## src/rtl/uart_receiver_if.sv

```systemverilog
// UART receiver output bundle: received byte, status pulses and the
// downstream FIFO back-pressure flag.
interface uart_receiver_if #(
    parameter int SIZE_DATA = 8
);
    logic                 i_fifo_full;
    logic [SIZE_DATA-1:0] o_rx_data;
    logic                 o_rx_done;
    logic                 o_frame_err;
    logic                 o_overrun;

    modport master (
        input  i_fifo_full,
        output o_rx_data,
        output o_rx_done,
        output o_frame_err,
        output o_overrun
    );

    modport slave (
        output i_fifo_full,
        input  o_rx_data,
        input  o_rx_done,
        input  o_frame_err,
        input  o_overrun
    );
endinterface

```

## src/rtl/uart_receiver.sv

```systemverilog
// UART receiver: oversampled start/data/stop decoding with overrun and
// framing-error pulses. Optional macro UART_RX_MAJORITY_EN: 3-sample vote.
module uart_receiver #(
    parameter int SIZE_DATA   = 8,
    parameter int OVER_SAMPLE = 16,
    parameter int MID_SAMPLE  = 8
) (
    input  logic             i_clk,
    input  logic             i_rst_n,
    input  logic             i_stick,
    input  logic             i_rx_serial,
    uart_receiver_if.master  rx_if
);
    localparam int TW = (OVER_SAMPLE > 1) ? $clog2(OVER_SAMPLE) : 1;
    localparam int BW = $clog2(SIZE_DATA + 1);
    localparam logic [TW-1:0] MID_LAST = TW'(MID_SAMPLE - 1);
    localparam logic [TW-1:0] BIT_LAST = TW'(OVER_SAMPLE - 1);
    localparam logic [BW-1:0] IDX_LAST = BW'(SIZE_DATA - 1);

    typedef enum logic [1:0] {IDLE, START, DATA, STOP} state_t;

    state_t               state_q, state_d;
    logic [TW-1:0]        tick_q, tick_d;
    logic [BW-1:0]        idx_q, idx_d;
    logic [SIZE_DATA-1:0] shreg_q, shreg_d;
    logic [SIZE_DATA-1:0] data_q, data_d;
    logic                 done_q, done_d;
    logic                 ferr_q, ferr_d;
    logic                 ovr_q, ovr_d;
    logic                 sync1_q, rx_s_q, rx_prev_q;
    logic                 rx_s;
    logic                 sample;
    logic [SIZE_DATA:0]   shift_ext;

    assign rx_s = rx_s_q;

    // Two-flop synchronizer plus one delayed copy for falling-edge detect
    always_ff @(posedge i_clk or negedge i_rst_n) begin
        if (!i_rst_n) begin
            sync1_q   <= 1'b1;
            rx_s_q    <= 1'b1;
            rx_prev_q <= 1'b1;
        end else begin
            sync1_q   <= i_rx_serial;
            rx_s_q    <= sync1_q;
            rx_prev_q <= rx_s_q;
        end
    end

`ifdef UART_RX_MAJORITY_EN
    logic [1:0] hist_q, hist_d;
    logic [2:0] win;

    assign win    = {hist_q, rx_s};
    assign sample = (win[0] & win[1]) | (win[0] & win[2]) | (win[1] & win[2]);

    // Keep the two previous stick samples; the live value completes the window
    always_comb begin
        hist_d = hist_q;
        if (i_stick) hist_d = {hist_q[0], rx_s};
    end

    // History register, idle-high after reset
    always_ff @(posedge i_clk or negedge i_rst_n) begin
        if (!i_rst_n) hist_q <= 2'b11;
        else          hist_q <= hist_d;
    end
`else
    assign sample = rx_s;
`endif

    assign shift_ext = {sample, shreg_q};

    // Next-state and output pulse logic for the frame decoder
    always_comb begin
        state_d = state_q;
        tick_d  = tick_q;
        idx_d   = idx_q;
        shreg_d = shreg_q;
        data_d  = data_q;
        done_d  = 1'b0;
        ferr_d  = 1'b0;
        ovr_d   = 1'b0;
        unique case (state_q)
            IDLE: begin
                if (rx_prev_q && !rx_s) begin
                    state_d = START;
                    tick_d  = '0;
                    idx_d   = '0;
                end
            end
            START: begin
                if (i_stick) begin
                    if (tick_q == MID_LAST) begin
                        tick_d  = '0;
                        state_d = sample ? IDLE : DATA;
                    end else begin
                        tick_d = tick_q + 1'b1;
                    end
                end
            end
            DATA: begin
                if (i_stick) begin
                    if (tick_q == BIT_LAST) begin
                        tick_d  = '0;
                        shreg_d = shift_ext[SIZE_DATA:1];
                        idx_d   = idx_q + 1'b1;
                        if (idx_q == IDX_LAST) state_d = STOP;
                    end else begin
                        tick_d = tick_q + 1'b1;
                    end
                end
            end
            STOP: begin
                if (i_stick) begin
                    if (tick_q == BIT_LAST) begin
                        state_d = IDLE;
                        tick_d  = '0;
                        idx_d   = '0;
                        if (!sample) begin
                            ferr_d = 1'b1;
                        end else if (rx_if.i_fifo_full) begin
                            ovr_d = 1'b1;
                        end else begin
                            data_d = shreg_q;
                            done_d = 1'b1;
                        end
                    end else begin
                        tick_d = tick_q + 1'b1;
                    end
                end
            end
            default: state_d = IDLE;
        endcase
    end

    // Decoder state and registered outputs
    always_ff @(posedge i_clk or negedge i_rst_n) begin
        if (!i_rst_n) begin
            state_q <= IDLE;
            tick_q  <= '0;
            idx_q   <= '0;
            shreg_q <= '0;
            data_q  <= '0;
            done_q  <= 1'b0;
            ferr_q  <= 1'b0;
            ovr_q   <= 1'b0;
        end else begin
            state_q <= state_d;
            tick_q  <= tick_d;
            idx_q   <= idx_d;
            shreg_q <= shreg_d;
            data_q  <= data_d;
            done_q  <= done_d;
            ferr_q  <= ferr_d;
            ovr_q   <= ovr_d;
        end
    end

    assign rx_if.o_rx_data   = data_q;
    assign rx_if.o_rx_done   = done_q;
    assign rx_if.o_frame_err = ferr_q;
    assign rx_if.o_overrun   = ovr_q;
endmodule

```

## src/flat_wrapper.sv

```systemverilog
// flat-port wrapper written by rule: the top's interface ports become plain ports
module uart_receiver_flat 
#(
    parameter int SIZE_DATA   = 8,
    parameter int OVER_SAMPLE = 16,
    parameter int MID_SAMPLE  = 8
)
  (i_clk, i_rst_n, i_stick, i_rx_serial, rx_if_i_fifo_full, rx_if_o_rx_data, rx_if_o_rx_done, rx_if_o_frame_err, rx_if_o_overrun);
  uart_receiver_if #(.SIZE_DATA(SIZE_DATA)) rx_if_i ();
  input  logic i_clk;
  input  logic i_rst_n;
  input  logic i_stick;
  input  logic i_rx_serial;
  input wire logic [$bits(rx_if_i.i_fifo_full)-1:0] rx_if_i_fifo_full;
  output wire logic [$bits(rx_if_i.o_rx_data)-1:0] rx_if_o_rx_data;
  output wire logic [$bits(rx_if_i.o_rx_done)-1:0] rx_if_o_rx_done;
  output wire logic [$bits(rx_if_i.o_frame_err)-1:0] rx_if_o_frame_err;
  output wire logic [$bits(rx_if_i.o_overrun)-1:0] rx_if_o_overrun;
  assign rx_if_i.i_fifo_full = rx_if_i_fifo_full;
  assign rx_if_o_rx_data = rx_if_i.o_rx_data;
  assign rx_if_o_rx_done = rx_if_i.o_rx_done;
  assign rx_if_o_frame_err = rx_if_i.o_frame_err;
  assign rx_if_o_overrun = rx_if_i.o_overrun;
  uart_receiver #(.SIZE_DATA(SIZE_DATA), .OVER_SAMPLE(OVER_SAMPLE), .MID_SAMPLE(MID_SAMPLE)) u_core (.i_clk(i_clk), .i_rst_n(i_rst_n), .i_stick(i_stick), .i_rx_serial(i_rx_serial), .rx_if(rx_if_i));
endmodule
```

## config.mk

```make
export PLATFORM = sky130hd
export DESIGN_NAME = uart_receiver_flat
export DESIGN_NICKNAME = d
export VERILOG_FILES = /design/src/rtl/uart_receiver_if.sv /design/src/rtl/uart_receiver.sv /design/src/flat_wrapper.sv
export SDC_FILE = /design/constraint.sdc
export NUM_CORES = 1
export LEC_CHECK = 0
export BUFFER_PORTS_ARGS = -buffer_cell sky130_fd_sc_hd__buf_2
export CORE_UTILIZATION = 51
export DETAILED_ROUTE_END_ITERATION = 8
export GPL_TIMING_DRIVEN = 0
export PLACE_DENSITY = 0.78
export SLEW_MARGIN = 20
export SYNTH_ARGS = -nofsm -noshare
export SYNTH_HDL_FRONTEND = slang
export SYNTH_SLANG_ARGS = --single-unit
```

## constraint.sdc

```tcl
create_clock -name i_clk -period 1.5 [get_ports i_clk]
set_input_delay 0.075 -clock i_clk [delete_from_list [all_inputs] [get_ports i_clk]]
set_output_delay 0.075 -clock i_clk [all_outputs]
set_load 0.02 [all_outputs]
```

==> results of run 1 <==
-- flip-flops by register name, indices dropped and copies added, names as in the netlist, named ones only --
signal	cells
u_core.rx_if.o_frame_err	1
u_core.rx_if.o_rx_data	8
u_core.sync1_q	1
u_core.rx_prev_q	1
u_core.rx_if.o_rx_done	1
u_core.tick_q	4
u_core.rx_if.o_overrun	1
u_core.idx_q	4
u_core.rx_s	1
u_core.state_q	1
u_core.shreg_q	8
-- stage by stage --
stage	total power [uW]	setup TNS, ns	utilization	instance area (sq um)
2_1_floorplan	1546	-1.715	-	1431
3_3_place_gp	1646	-3.810	0.6067	1544
3_5_place_dp	1689	-4.479	0.6067	1544
4_1_cts	2404	-1.452	0.6804	1732
5_1_grt	2626	-3.232	0.7198	1832
6_report	2470	-1.802	0.7198	1832
-- final timing paths --
kind,to,from
worst max-delay path,u_core.shreg_q[3],u_core.tick_q[1]
worst min-delay path,u_core.state_q[0],i_stick
worst max register to register,u_core.shreg_q[3],u_core.tick_q[1]
worst min register to register,u_core.rx_s,u_core.sync1_q
max in group asynchronous,u_core.rx_if.o_rx_data[5],i_rst_n
min in group asynchronous,u_core.idx_q[0],i_rst_n
-- cell usage in the layout (no fill, tap or decap), drive strengths merged, types with 3 or more instances in the layout --
cell type	synthesis	routed
clkbuf	2	8
nor2	7	7
o21ai	5	5
mux2	17	17
dfstp	3	3
and2	3	3
buf	4	30
dfrtp	29	29
nand3	5	5
a21oi	3	3
nand2	10	10
-- power by group through the flow --
stage / logic, uW / clock network, uW / registers [uW]
after global placement: 537 / 0 / 1110
final: 725 / 629 / 1120
after CTS: 651 / 642 / 1110
after detailed placement: 568 / 0 / 1120
after global routing: 814 / 683 / 1130
after floorplan: 455 / 0 / 1090
-- cell families (layout without fill, tap and decap cells) --
group / after synthesis / in the layout / share of synthesized area
buffers and inverters: 8 / 44 / 0.02389
adders and majority gates: 2 / 2 / 0.01770
muxes: 19 / 19 / 0.1496
AOI/OAI and AO/OA: 17 / 17 / 0.07700
DFF: 32 / 32 / 0.5690
and+or+nand+nor: 37 / 37 / 0.1505
xor gates and xnor gates: 2 / 2 / 0.01239
-- final cells by class --
cell class / count / area share
buffer: 5 / 0.01571
clock buffer: 6 / 0.02254
clock inverter: 2 / 0.01913
inverter: 2 / 0.004098
multi-input combinational: 77 / 0.3757
sequential: 32 / 0.4392
tap: 30 / 0.02049
timing repair buffer: 29 / 0.1031
-- what timing repair did --
| action | in CTS | in global routing |
|---|---|---|
| pin swaps | 2 | 2 |
| gates resized for setup | 14 | 18 |
| hold endpoints to repair | 30 | 0 |
| buffers inserted | 5 | 6 |
| endpoints found under the setup margin | 21 | 21 |
| cloned | 0 | 1 |
| hold buffers | 2 | 0 |
-- layer usage --
metal,GRT usage,vias to the layer above,wire length [microns]
li1,-,486,-
met1,0.2635,504,1309
met2,0.3514,26,1363
met3,0.1000,6,98
met4,0.08974,0,57
met5,0,-,0
==> reports/summary.txt, run 1 <==
Status - complete, but fails checks
Failing checks - setup timing
GRT Residual Overflow - 0
Worst slew margin - 0.5386
Int Pwr - 1681 uW
DR pass1 iterations - 4
Detailed-route wire length - 2.828 mm
Initial Utilization - 0.5556
Seq cells post-synth - 32
Vias per inst - 5.585
Register area - 804.5 sq um
Final WS setup - -0.1261 ns
Final period util - 1.084
WS Path Type - reg2reg
Total number of vias - 1022
Layout Cells excl Fill - 183
TritonCTS Buffers - 5
Final Hold Slack - 0.06098 ns
Vias in the first global route - 976
# rows - 18
Critical path's largest stage delay - 0.40 ns
Worst Hold Class - in2reg
PwrDens - 1348 mW/mm^2
Post-Syn Nets - 124
CP max stage cell - dfrtp_1
Count leader, synth - dfrtp_1
Worst Path Arrival - 1.84 ns
Overall routing resource usage - 0.2236
Lkg Pwr - 0.0008929 uW
Post-synth ARST share - 1.000
Multi-input gate area - 688.2 sq um
Layout area overhead - 29.56%
Critical path's top delay family - simple AND/OR/NAND/NOR gates
TritonCTS clock tree - built
DIE WIDTH - 54.65 microns
Critical path depth - 6
Share of cells above drive strength 1 - 0.4444
Dpl ws - -0.3703 ns
Top cells by count, synth - dfrtp_1, mux2_2, nand2_1
Combinational cell fraction of total power - 0.294
Final net count - 159
Full die area - 0.002987 sq mm
RePlAce Congestion - 0.7799
Clock sinks - 32
Std-Cell Core Area - 0.002545 sq mm
Num ports - 16
Die height - 54.65 microns
Post-DP HPWL - 1.676 mm
Clock power share - 0.255
RSZ-0062 raised after global routing - true
Post-synth EDFFs - 0
Clk_lat worst skew - 0.33 ns
Final Max Slew Viols - 0
VDD IR-drop max - 1.223 mV
Setup violators final - 18
Initial antenna violation count - 0
Ys Warns - 0
Largest net degree at the start of global routing - 33
CTS H-Tree Depth - 2
Switching share of total power - 0.3193
Largest area contributor in the netlist - dfrtp_1
DRC - 0
Fillers - 175
Placed Cells - 162
Crit path max fanout - 8
CP Launch Type - flip-flop
Cell Chain, Critical Path - ha_4 > nand4_4 > buf_4 > nor2_4 > and2_4 > mux2_4
Mapped Cells - 117
Max Freq - 615.0 MHz
Worst-path clk slew - 0.10 ns
Switching pwr - 788.7 uW
CP Capture Type - flip-flop
Synth Area per Inst - 12.08 sq um
First-pass GRT wire length - 4.436 mm
Initial DRC Count - 22
Wirelength per Cell - 15.45 microns
Period minus WS final - 1.626 ns
Sequential power share - 0.452
R2R depth - 6
Synth top area cells - dfrtp_1, mux2_2, dfstp_2
Top-area cell type share of the netlist area - 0.5133
Measured slew at the worst slew-check pin - 0.6920 ns
Fraction of the yosys area taken by sequential cells - 0.5690
Clk_skew - 0.01130 ns
Worst Path Buf+Inv - 1
Post-synth top flop - dfrtp_1
CP Data Required Time - 1.71 ns
CTS root buffer - clkbuf_4
Input/output buffers - 15
Clock Tree Buf Depth - 2
Mapped cell area - 0.001414 sq mm
Max Cap Viol - 0
Diode count - 0
DRT antenna net count - 0
Reg2reg setup slack - -0.13 ns
Worst hold path depth - 2
Final Hold Fails - 0
Distinct cells, synth - 37
Note: power is estimated with default switching activity, not from simulation.
==> inputs of run 2 (changes only) <==
Settings changed: CAP_MARGIN set to 0, CELL_PAD_IN_SITES_DETAIL_PLACEMENT set to 1, CELL_PAD_IN_SITES_GLOBAL_PLACEMENT set to 2, CORE_UTILIZATION 51 to 34, PLACE_DENSITY 0.78 to 0.77.
==> reports/summary.txt, run 2 (synthesized netlist as in run 1, its figures left out) <==
VDD IR-drop max - 0.8070 mV (-34%)
Final net count - 158 (-0.63%)
Final period util - 1.115 (+0.03124)
Switching share of total power - 0.3246 (+0.005254)
Detailed-route wire length - 3.086 mm (+9.1%)
Period minus WS final - 1.673 ns (+0.04686 ns)
Final WS setup - -0.1729 ns (-0.04686 ns)
DIE WIDTH - 66.49 microns (+22%)
Status - complete, but fails checks
CP Launch Type - flip-flop
Die height - 66.49 microns (+22%)
Sequential power share - 0.441 (-0.011)
Setup violators final - 17 (-1)
Initial antenna violation count - 0 (unchanged)
Std-Cell Core Area - 0.004000 sq mm (+57%)
RSZ-0062 raised after global routing - true
Share of cells above drive strength 1 - 0.4211 (-0.02339)
TritonCTS clock tree - built
Final Max Slew Viols - 0 (unchanged)
Worst R2R Start - u_core.tick_q[0]
TritonCTS Buffers - 5 (unchanged)
First-pass GRT wire length - 4.926 mm (+11%)
Worst Hold Class - in2reg
Combinational cell fraction of total power - 0.293 (about the same)
GRT Residual Overflow - 0 (unchanged)
FF-to-FF End - u_core.rx_if.o_rx_data[3]
Total number of vias - 1020 (-0.20%)
Int Pwr - 1711 uW (+1.8%)
RePlAce Congestion - 0.7567 (-3.0%)
WS Path Type - reg2reg
CP max stage cell - dfrtp_1
Layout area overhead - 29.11%
Initial DRC Count - 25 (+14%)
Clock power share - 0.265 (+0.010)
CTS H-Tree Depth - 2 (unchanged)
Commonest non-fill, non-tap cell in the layout - dfrtp_1
Hold_sp - rx_if_i_fifo_full
Largest net degree at the start of global routing - 33 (unchanged)
Max Cap Viol - 0 (unchanged)
Total negative slack - -2.522 ns (-0.7203 ns)
Switching pwr - 822.3 uW (+4.3%)
CP Capture Type - flip-flop
Overall routing resource usage - 0.1550 (-0.06862)
Diode count - 0 (unchanged)
Failing checks - setup timing
Input/output buffers - 15 (unchanged)
Vias per inst - 5.050 (-9.6%)
Max Freq - 597.7 MHz (-2.8%)
Reg2reg setup slack - -0.17 ns (-0.05 ns)
DRC - 0 (unchanged)
DR pass1 iterations - 4 (unchanged)
Critical path's largest stage delay - 0.40 ns (about the same)
Worst Path Arrival - 1.84 ns (about the same)
R2R depth - 5 (-1)
CP Data Required Time - 1.66 ns (-0.05 ns)
Crit path max fanout - 4 (-4)
PwrDens - 1388 mW/mm^2 (+2.9%)
Measured slew at the worst slew-check pin - 0.7152 ns (+0.02319 ns)
Vias in the first global route - 1016 (+4.1%)
Num ports - 16 (unchanged)
Hold endpoint - u_core.rx_if.o_overrun
Initial Utilization - 0.3535 (-0.2021)
Worst-path clk slew - 0.06 ns (-0.04 ns)
Clk_lat worst skew - 0.28 ns (-0.05 ns)
CTS root buffer - clkbuf_8
Worst hold path depth - 2 (unchanged)
DRT antenna net count - 0 (unchanged)
Clock sinks - 32 (unchanged)
Cell Chain, Critical Path - ha_4 > nand4_4 > nor4b_4 > buf_4 > mux2_4
Dpl ws - -0.4340 ns (-0.06371 ns)
# rows - 23 (+5)
Wirelength per Cell - 15.28 microns (-1.1%)
Final Hold Fails - 0 (unchanged)
Full die area - 0.004420 sq mm (+48%)
Lkg Pwr - 0.0008863 uW (-0.74%)
Clk_skew - 0.008170 ns (-0.003126 ns)
Clock Tree Buf Depth - 2 (unchanged)
Worst slew margin - 0.5232 (-0.01546)
Post-DP HPWL - 2.111 mm (+26%)
Most frequent cells in the layout - dfrtp_1, buf_2, nand2_1
## run 2: changes by cell type in the layout (fill, tap and decap cells not counted), sizes merged
cell,delta
bufinv,-1
buf,-2
clkbuf,+3
clkinv,-1
## run 2: cell type report
class,instances,area [sq um]
fillers,435,2175
flip-flops and latches,32,804.5
multi-input cells,77,645.6
repair buffers,27,173.9
clock buffers,8,90.09
well taps,50,62.56
plain buffers,6,41.29
inverters,2,7.507
## run 2: timing repair
action                                  in CTS  in global routing
endpoints found under the hold margin       30                  0
pin swaps                                    2                  3
hold buffers                                 2                  0
cloned                                       0                  0
buffers inserted                             6                  4
endpoints found under the setup margin      24                 22
resized for setup                           13                  7
## run 2: metal layers
layer / GRT usage / vias to the layer above / part of all wire
li1: - / 482 / -
met1: 0.1972 / 517 / 0.45
met2: 0.2436 / 14 / 0.50
met3: 0.04623 / 7 / 0.031
met4: 0.06383 / 0 / 0.017
met5: 0 / - / 0
## run 2: critical path: cells and delay by family (launching register included)
kind                       cells  cell delay [ns]
and+or+nand+nor                2             0.47
adders and majority gates      1             0.17
buffers and inverters          1             0.21
muxes                          1             0.30
DFF                            1             0.40
## run 2: worst max path at each step
stage | to | slack [ns] | startpoint | cells after the start
floorplan | u_core.rx_if.o_rx_data[0] | -0.18 | u_core.tick_q[0] | 4
global placement | u_core.rx_if.o_rx_data[5] | -0.40 | u_core.tick_q[0] | 4
detailed placement | u_core.rx_if.o_rx_data[2] | -0.43 | u_core.tick_q[1] | 4
CTS | u_core.rx_if.o_rx_data[4] | -0.16 | u_core.tick_q[1] | 5
global route | u_core.rx_if.o_rx_data[2] | -0.23 | u_core.tick_q[0] | 5
finish | u_core.rx_if.o_rx_data[3] | -0.17 | u_core.tick_q[0] | 5
## run 2: power by group through the flow
stage	Clock (uW)	Sequential, uW	Combinational, uW
4_1_cts	696	1110	697
5_1_grt	731	1130	839
3_3_place_gp	0	1110	558
3_5_place_dp	0	1120	608
6_report	672	1120	743
2_1_floorplan	0	1090	455
## run 2: stage by stage
step                        util  cells  total power [uW]  area, sq um  hold WS [ns]
final                     0.4564    202              2533         1826       0.09268
after global routing      0.4564    202              2704         1826       0.09205
after CTS                 0.4432    198              2506         1773       0.08673
after detailed placement  0.3922    182              1731         1569        0.1694
after global placement    0.3922    182              1669         1569        0.1560
after floorplan                -    117              1546         1431       -0.2206
